--- src/rtl/riscv_pipe_pkg.sv ---
// rtl/riscv_pipe_pkg.sv - shared pipeline constants for the instruction fetch front end
package riscv_pipe_pkg;

  localparam int XLEN = 32;
  localparam int ILEN = 32;
  localparam logic [ILEN-1:0] NOP_INSTR = 32'h0000_0013;  // addi x0, x0, 0
  localparam logic [31:0] RESET_PC = 32'h0000_0000;

endpackage

--- src/rtl/sync_fifo.sv ---
// rtl/sync_fifo.sv - registered-storage synchronous FIFO with clear, used as the prefetch queue
module sync_fifo #(
  parameter int WIDTH = 32,
  parameter int DEPTH = 4
) (
  input  logic                       clk,
  input  logic                       rst,
  input  logic                       clear,
  input  logic                       push,
  input  logic [WIDTH-1:0]           wdata,
  input  logic                       pop,
  output logic [WIDTH-1:0]           rdata,
  output logic                       empty,
  output logic [$clog2(DEPTH+1)-1:0] count
);

  localparam int AW = $clog2(DEPTH);
  localparam int CW = $clog2(DEPTH + 1);
  localparam logic [CW-1:0] FULL_CNT = CW'(DEPTH);

  logic [WIDTH-1:0] mem [DEPTH];
  logic [AW-1:0]    wr_ptr;
  logic [AW-1:0]    rd_ptr;
  logic             full;
  logic             push_ok;
  logic             pop_ok;

  assign empty  = (count == '0);
  assign full   = (count == FULL_CNT);
  assign pop_ok = pop & ~empty;
  // A push into a full queue is only legal when the head leaves the same cycle.
  assign push_ok = push & (~full | pop_ok);
  assign rdata   = mem[rd_ptr];

  always_ff @(posedge clk) begin
    if (!rst || clear) begin
      wr_ptr <= '0;
      rd_ptr <= '0;
      count  <= '0;
    end else begin
      if (push_ok) wr_ptr <= wr_ptr + AW'(1);
      if (pop_ok)  rd_ptr <= rd_ptr + AW'(1);
      case ({push_ok, pop_ok})
        2'b10:   count <= count + CW'(1);
        2'b01:   count <= count - CW'(1);
        default: count <= count;
      endcase
    end
  end

  always_ff @(posedge clk) begin
    if (push_ok) mem[wr_ptr] <= wdata;
  end

  no_overflow: assert property (@(posedge clk) disable iff (!rst)
    !(push && !clear && full && !pop_ok));

endmodule

--- src/rtl/fetch_prefetch_unit.sv ---
// rtl/fetch_prefetch_unit.sv - decoupled instruction fetch: PC, in-order imem requests,
// outstanding/drop tracking for redirect squash, and a prefetch queue feeding decode.
module fetch_prefetch_unit #(
  parameter int               XLEN     = riscv_pipe_pkg::XLEN,
  parameter int               DEPTH    = 4,
  parameter logic [XLEN-1:0]  RESET_PC = XLEN'(riscv_pipe_pkg::RESET_PC)
) (
  input  logic                       clk,
  input  logic                       rst,
  input  logic                       redirect_valid,
  input  logic [XLEN-1:0]            redirect_pc,
  output logic                       imem_req,
  output logic [XLEN-1:0]            imem_addr,
  input  logic                       imem_gnt,
  input  logic                       imem_rvalid,
  input  logic [31:0]                imem_rdata,
  output logic                       instr_valid,
  input  logic                       instr_ready,
  output logic [31:0]                instrD,
  output logic [XLEN-1:0]            PCD,
  output logic [XLEN-1:0]            PCPlus4D,
  output logic [$clog2(DEPTH+1)-1:0] occupancy
);

  import riscv_pipe_pkg::ILEN;
  import riscv_pipe_pkg::NOP_INSTR;

  localparam int CW = $clog2(DEPTH + 1);
  localparam int EW = ILEN + 2 * XLEN;
  localparam logic [CW:0] DEPTH_LIM = (CW + 1)'(DEPTH);

  logic [XLEN-1:0] pc_f;
  logic [XLEN-1:0] resp_pc;
  logic [CW-1:0]   outstanding;
  logic [CW-1:0]   drop_cnt;
  logic [CW-1:0]   rvalid_cnt;
  logic [CW-1:0]   issue_cnt;
  logic [CW:0]     credit_used;
  logic [XLEN-1:0] redirect_aligned;
  logic            redirect_lsb_unused;
  logic            issue;
  logic            push;
  logic            pop;
  logic            q_empty;
  logic [EW-1:0]   q_wdata;
  logic [EW-1:0]   q_head;

  assign redirect_aligned    = {redirect_pc[XLEN-1:2], 2'b00};
  assign redirect_lsb_unused = ^redirect_pc[1:0];

  // Credits cover queued entries plus every in-flight request, stale ones included,
  // so a returning response always has a free slot.
  assign credit_used = {1'b0, occupancy} + {1'b0, outstanding};
  assign imem_req    = rst & ~redirect_valid & (credit_used < DEPTH_LIM);
  assign imem_addr   = pc_f;
  assign issue       = imem_req & imem_gnt;

  assign rvalid_cnt = {{(CW-1){1'b0}}, imem_rvalid};
  assign issue_cnt  = {{(CW-1){1'b0}}, issue};

  assign push    = imem_rvalid & (drop_cnt == '0) & ~redirect_valid;
  assign q_wdata = {imem_rdata, resp_pc, resp_pc + XLEN'(4)};

  assign instr_valid = ~q_empty & ~redirect_valid;
  assign pop         = instr_valid & instr_ready;

  sync_fifo #(
    .WIDTH (EW),
    .DEPTH (DEPTH)
  ) u_queue (
    .clk   (clk),
    .rst   (rst),
    .clear (redirect_valid),
    .push  (push),
    .wdata (q_wdata),
    .pop   (pop),
    .rdata (q_head),
    .empty (q_empty),
    .count (occupancy)
  );

  always_comb begin
    instrD   = NOP_INSTR;
    PCD      = '0;
    PCPlus4D = '0;
    if (!q_empty) begin
      instrD   = q_head[EW-1 -: ILEN];
      PCD      = q_head[2*XLEN-1 -: XLEN];
      PCPlus4D = q_head[XLEN-1:0];
    end
  end

  always_ff @(posedge clk) begin
    if (!rst) begin
      pc_f        <= RESET_PC;
      resp_pc     <= RESET_PC;
      outstanding <= '0;
      drop_cnt    <= '0;
    end else if (redirect_valid) begin
      // Everything still in flight after this edge belongs to the old path.
      pc_f        <= redirect_aligned;
      resp_pc     <= redirect_aligned;
      outstanding <= outstanding - rvalid_cnt;
      drop_cnt    <= outstanding - rvalid_cnt;
    end else begin
      if (issue) pc_f <= pc_f + XLEN'(4);
      outstanding <= outstanding + issue_cnt - rvalid_cnt;
      if (imem_rvalid) begin
        if (drop_cnt != '0) drop_cnt <= drop_cnt - CW'(1);
        else                resp_pc  <= resp_pc + XLEN'(4);
      end
    end
  end

  no_orphan_response: assert property (@(posedge clk) disable iff (!rst)
    !(imem_rvalid && outstanding == '0));

endmodule

--- config.mk ---
export PLATFORM = sky130hd
export DESIGN_NAME = fetch_prefetch_unit
export DESIGN_NICKNAME = d
export VERILOG_FILES = /design/src/rtl/riscv_pipe_pkg.sv /design/src/rtl/sync_fifo.sv /design/src/rtl/fetch_prefetch_unit.sv
export SDC_FILE = /design/constraint.sdc
export NUM_CORES = 1
export LEC_CHECK = 0
export ABC_CLOCK_PERIOD_IN_PS = 9100
export CORE_AREA = 8 8 241 243
export DETAILED_ROUTE_END_ITERATION = 10
export DIE_AREA = 0 0 249 251
export PLACE_DENSITY = 0.52
export SLEW_MARGIN = 10
export SYNTH_ARGS = -nofsm -noshare
export SYNTH_HDL_FRONTEND = slang
export SYNTH_SLANG_ARGS = --single-unit
--- constraint.sdc ---
create_clock -name clk -period 9.1 [get_ports clk]
set_input_delay 1.365 -clock clk [delete_from_list [all_inputs] [get_ports clk]]
set_output_delay 1.365 -clock clk [all_outputs]
set_load 0.05 [all_outputs]
# == Yosys cells after proc, flatten, opt, wreduce, memory -nomap -nowiden ==
# Memories as Yosys holds them, arrays and structs flattened. A register that Yosys moved wholly into a read port is not among the register bits.
# Index checks and enable logic that the tools add are counted.
# word_totals
reg_bits,77
ramBits,384
in_bits,70
output_inout_bits,133
elab_cells,71
memories,1
# classes
add_sub_neg,11
n_lt_le_gt_ge,1
n_eq_ne,4
n_mux,17
n_bitwise,15
n_reduce_logical,13
# memory_table
memory,depth,width,rd,rd_ports_with_merged_regs,write_ports,line,text
u_queue.mem,4,96,1,1,1,sync_fifo.sv:21,logic [WIDTH-1:0] mem [DEPTH];
# op_table
cell,count
$mux W32,8
$add A32 B3 Y32 const B,2
$mux W3,4
$and A1 B1 Y1,9
$reduce_bool A2 Y1,4
$logic_not A3 Y1,2
$pmux W3 S2,1
$reduce_and A2 Y1,3
$sub A3 B1 Y3,2
$sub A3 B1 Y3 const B,2
$not A1 Y1,5
$add A2 B1 Y2 const B,2
$add A3 B3 Y4,1
$lt A4 B3 Y1 const B,1
$mux W2,2
$add A3 B1 Y3,1
$add A3 B1 Y3 const B,1
$eq A3 B3 Y1 const B,1
$reduce_bool A3 Y1,1
$eq A2 B1 Y1 const B,1
$eq A2 B2 Y1 const B,1
$mux W1,2
$ne A2 B2 Y1 const B,1
$reduce_or A2 Y1,1
other kinds (3),3

# == Depth between registers and ports, before layout ==
# depth
word_depth,9
depth_mapped,13
ltp_nobuf,11

# == By module ==
# Synthesis repeated with hierarchy kept, for this count alone.
# unflattened
cells_unflattened,1179
area_unflattened_um2,19098.3
# modules_own_cells
module,n_inst,cells_each,area_per_inst_um2,seq_area_each_um2
sync_fifo,1,558,14365.0,11711.2
fetch_prefetch_unit,1,621,4733.3,1321.3

# == Least setup slack after synthesis ==
# No wires, ideal clock.
# synth_path
kind,input -> register
from,in imem_rvalid
to,mem u_queue.mem[0][10] (netlist bit) (enable)
setup_ns,0.461
t_arrival_ns,4.375
required_ns,8.639
slack_ns,4.264
path_stages,4
path_buffers,1
cell_sequence,nand3b_1 -> clkbuf_1 -> nor3_1 -> and2_1
# synth_via
elab_chain_cells,5
# synth_lines
element,line,text
start: declaration,fetch_prefetch_unit.sv:15,"input logic imem_rvalid,"
$and A1 B1 Y1 (2 in a row),fetch_prefetch_unit.sv:61,assign push = imem_rvalid & (drop_cnt == '0) & ~redirect_valid;
$and A1 B1 Y1,sync_fifo.sv:32,assign push_ok = push & (~full | pop_ok);
$mux W1,sync_fifo.sv:52,if (push_ok) mem[wr_ptr] <= wdata;
$mux W1 (implied by the code),sync_fifo.sv:52,
end: declaration,sync_fifo.sv:21,
# No other way between the ends.

# == Final worst setup path ==
# layout_path
from,in rst
to,out imem_req
# layout_via
elab_chain_cells,2
# layout_lines
element,line,text
start: declaration,fetch_prefetch_unit.sv:9,"input logic rst,"
$and A1 B1 Y1 (2 in a row),fetch_prefetch_unit.sv:54,assign imem_req = rst & ~redirect_valid & (credit_used < DEPTH_LIM);
end: declaration,fetch_prefetch_unit.sv:12,"output logic imem_req,"
# No other way between the ends.

==> results.yml <==
worst_setup_path:
  r2r_start: "drop_cnt[0]$_SDFFE_PN0P_"
  cpPeakStageDelay_ns: 0.89
  critPathCaptureType: "output pin"
  path_class: "in -> out"
  path_common_cell: "clkdlybuf4s50_1"
  cp_cell_sequence: "clkdlybuf4s50_1 > buf_4 > or4b_1 > nor2_1 > clkdlybuf4s50_1"
  worstPathArrival_ns: 3.91
  critPathLaunchType: "input port"
  cp_top_family: "buffers and inverters"
  critPathBufInv: 3
  crit_fanout: 39
  cp.required_ns: 7.74
  crit_start: "rst"
  critical_path.slowest_cell: "clkdlybuf4s50_1"
synthesis:
  synth_cell_types: 55
  syn_avg_cell_area_sq_um: 15.6
  async_reset_ff_share_pct: 0
  synth_ff_type: "edfxtp_1"
  yosysSeqAreaShare_pct: 67.2
  yosysWarnings: 0
  syn_inst: 1197
  synth_edf_count: 368
  ys_ff_latch: 443
  syn_area_sq_mm: 0.0187
cts:
  clkSinkCount: 443
  h-tree-depth: 2
  clkLatencyLatePin_ns: 0.57
  postCtsHoldBufs: 0
  cts_buffers: 47
  cts_setup_buffers: 0
  cts_max_path_buffers: 3
  root_buffer: "clkbuf_16"
  tritoncts: "built"
  cts_repair_resize_count: 0
  clkTransAtPathRegs_ns: 0.05
global_routing:
  grt_max_degree: 69
  grtUsageTotal_pct: 14.9
  antenna_found_initial: 4
  grt_pass1_vias: 11300
  grt_pass1_wl_mm: 72.3
  grt-ovfl-total: 0
route:
  first_iter_violations: 762
  drc_errors: 0
  vias: 11000
  drt_wl_total_mm: 47.1
  routedWlPerCell_um: 22.3
  ant_nets: 0
  viasPerCell: 5.20
  dr.pass1.iters: 5
timing:
  finalMaxSlewViolations: 0
  tns_ns: 0
  fmax_mhz: 189
  final_hold_viol_count: 0
  tightest_slew_ns: 0.970
  period_minus_slack_ns: 5.28
  finalSetupViolCount: 0
  finClkSkew_ns: 0.0158
  period_share_pct: 58.0
  rsz0062_at_grt: "false"
  slew_headroom_pct: 35.0
layout:
  instances_no_fill: 2116
  post-route-util_pct: 42.1
  stdcell_area_sq_mm: 0.0229
  fin_nets: 1461
  drive_gt1_share_pct: 14.2
  area_delta_synth_final_pct: 22.5
  num_antenna_cells: 0
floorplan:
  die_area_sq_mm: 0.0625
  io_pins: 203
  rows: 86
  coreArea_sq_mm: 0.0543
  dieHeight_um: 251
  die_w_um: 249
  start_util_pct: 34.4
worst_hold_path:
  min_from: "u_queue.rd_ptr[1]$_SDFFE_PP0P_"
  min_path_type: "reg -> reg"
run:
  maxCapViolCount: 0
place:
  hpwlAfterDp_mm: 30.0
  gp_congestion: 0.799
  place_area_sq_mm: 0.0213
  place_inst: 2030
  portBuffers: 194
outcome:
  status: "completed"
power_and_ir_drop:
  power_uw: 4700
  peakVddDrop_mv: 0.123
  p_leak_uw: 0.00724
  power.density_mw_per_mm2: 205
-- metrics by stage --
stage	hold slack (ns)	worst slack, ns
2_1_floorplan	0.455	4.26
3_3_place_gp	0.503	3.83
3_5_place_dp	0.512	3.81
4_1_cts	0.528	3.81
5_1_grt	0.564	3.71
6_report	0.522	3.82
-- path summary, 6_finish.rpt --
check	end	slack, ns	cells past startpoint
setup / recovery	imem_req	3.82	5
hold / removal	flip-flop	0.52	2
hold reg to reg	flip-flop	0.52	2
setup reg to reg	u_queue.mem[3][24]$_DFFE_PP_	5.68	6
-- report_power, final --
part / internal, uW / leakage, uW / switching [uW] / total (uW)
registers: 2260 / 0.00398 / 54.5 / 2310
clock network: 1190 / 0.000773 / 775 / 1970
logic: 157 / 0.00249 / 266 / 423
total: 3610 / 0.00724 / 1090 / 4700
-- cell usage in the layout, fill, tap and decap left out, types with 15 or more instances in the layout --
cell,netlist,layout
edfxtp_1,368,368
clkdlybuf4s50_1,0,193
and2_1,98,94
mux4_2,92,92
dfxtp_1,75,73
clkbuf_16,0,49
nand2_1,45,45
nor2_1,38,38
o21ai_0,34,34
nor3_1,33,32
xnor2_1,28,28
nand3_1,25,25
xor2_1,22,22
and4_1,21,21
a21oi_1,21,21
nor4_1,20,20
nand4_1,19,19
a211oi_1,15,15
buf_4,6,15
-- sequential cells by signal, summed over array words and instances (netlist names), named ones only --
name and count:
u_queue.rd_ptr 2, u_queue.wr_ptr 2, drop_cnt 3, resp_pc 30, imem_addr 30, u_queue.mem 368, u_queue.count 3, outstanding 3
-- logic make-up (layout without fill, tap and decap cells) --
kind of cell	after synthesis	in the layout	share of synthesized area, %
flip-flops	443	443	67.2
adder cells (fa/ha/maj)	16	16	1.15
AO/OA/AOI/OAI	132	132	4.81
other	1	6	0.0201
buffers and inverters	100	310	2.16
AND/OR/NAND/NOR	360	360	11.1
multiplexers	95	95	11.2
XOR/XNOR	50	50	2.34
-- synth_stat cells, types with 15 or more instances --
cell / count / share of area [%]
o21ai_0: 34 / 0.91
nor2_1: 38 / 0.76
nor4_1: 20 / 0.67
nand3_1: 25 / 0.67
a21oi_1: 21 / 0.56
nand2_1: 45 / 0.90
nor3_1: 33 / 0.88
inv_1: 15 / 0.30
buf_1: 16 / 0.32
and2_1: 98 / 3.3
xor2_1: 22 / 1.0
mux4_2: 92 / 11
clkbuf_1: 59 / 1.2
xnor2_1: 28 / 1.3
a211oi_1: 15 / 0.60
dfxtp_1: 75 / 8.0
and4_1: 21 / 0.98
nand4_1: 19 / 0.64
edfxtp_1: 368 / 59
-- metal layers --
metal,GRT usage (%),routed length (um),vias to the layer above,share of wire [%]
met2,23.6,22100,284,47
met4,4.17,1040,2,2.2
met1,20.6,21400,5593,46
li1,-,-,5065,-
met5,0,13,-,0.028
met3,3.41,2530,68,5.4
-- layout make-up --
cell class / count / area, sq um
fill: 4885 / 31400
sequential: 443 / 12600
multi-input combinational: 659 / 5770
timing repair buffer: 209 / 2050
clock buffer: 60 / 1290
tap: 704 / 881
clock inverter: 26 / 299
inverter: 15 / 56.3
-- worst register-to-register path: cells and delay by family (launching register included) --
kind          cells  cell delay [ns]
fa+ha+maj         1             0.19
buf+inv           2             0.90
flops             1             0.32
simple gates      3             1.54
(Power assumes the default switching activity.)
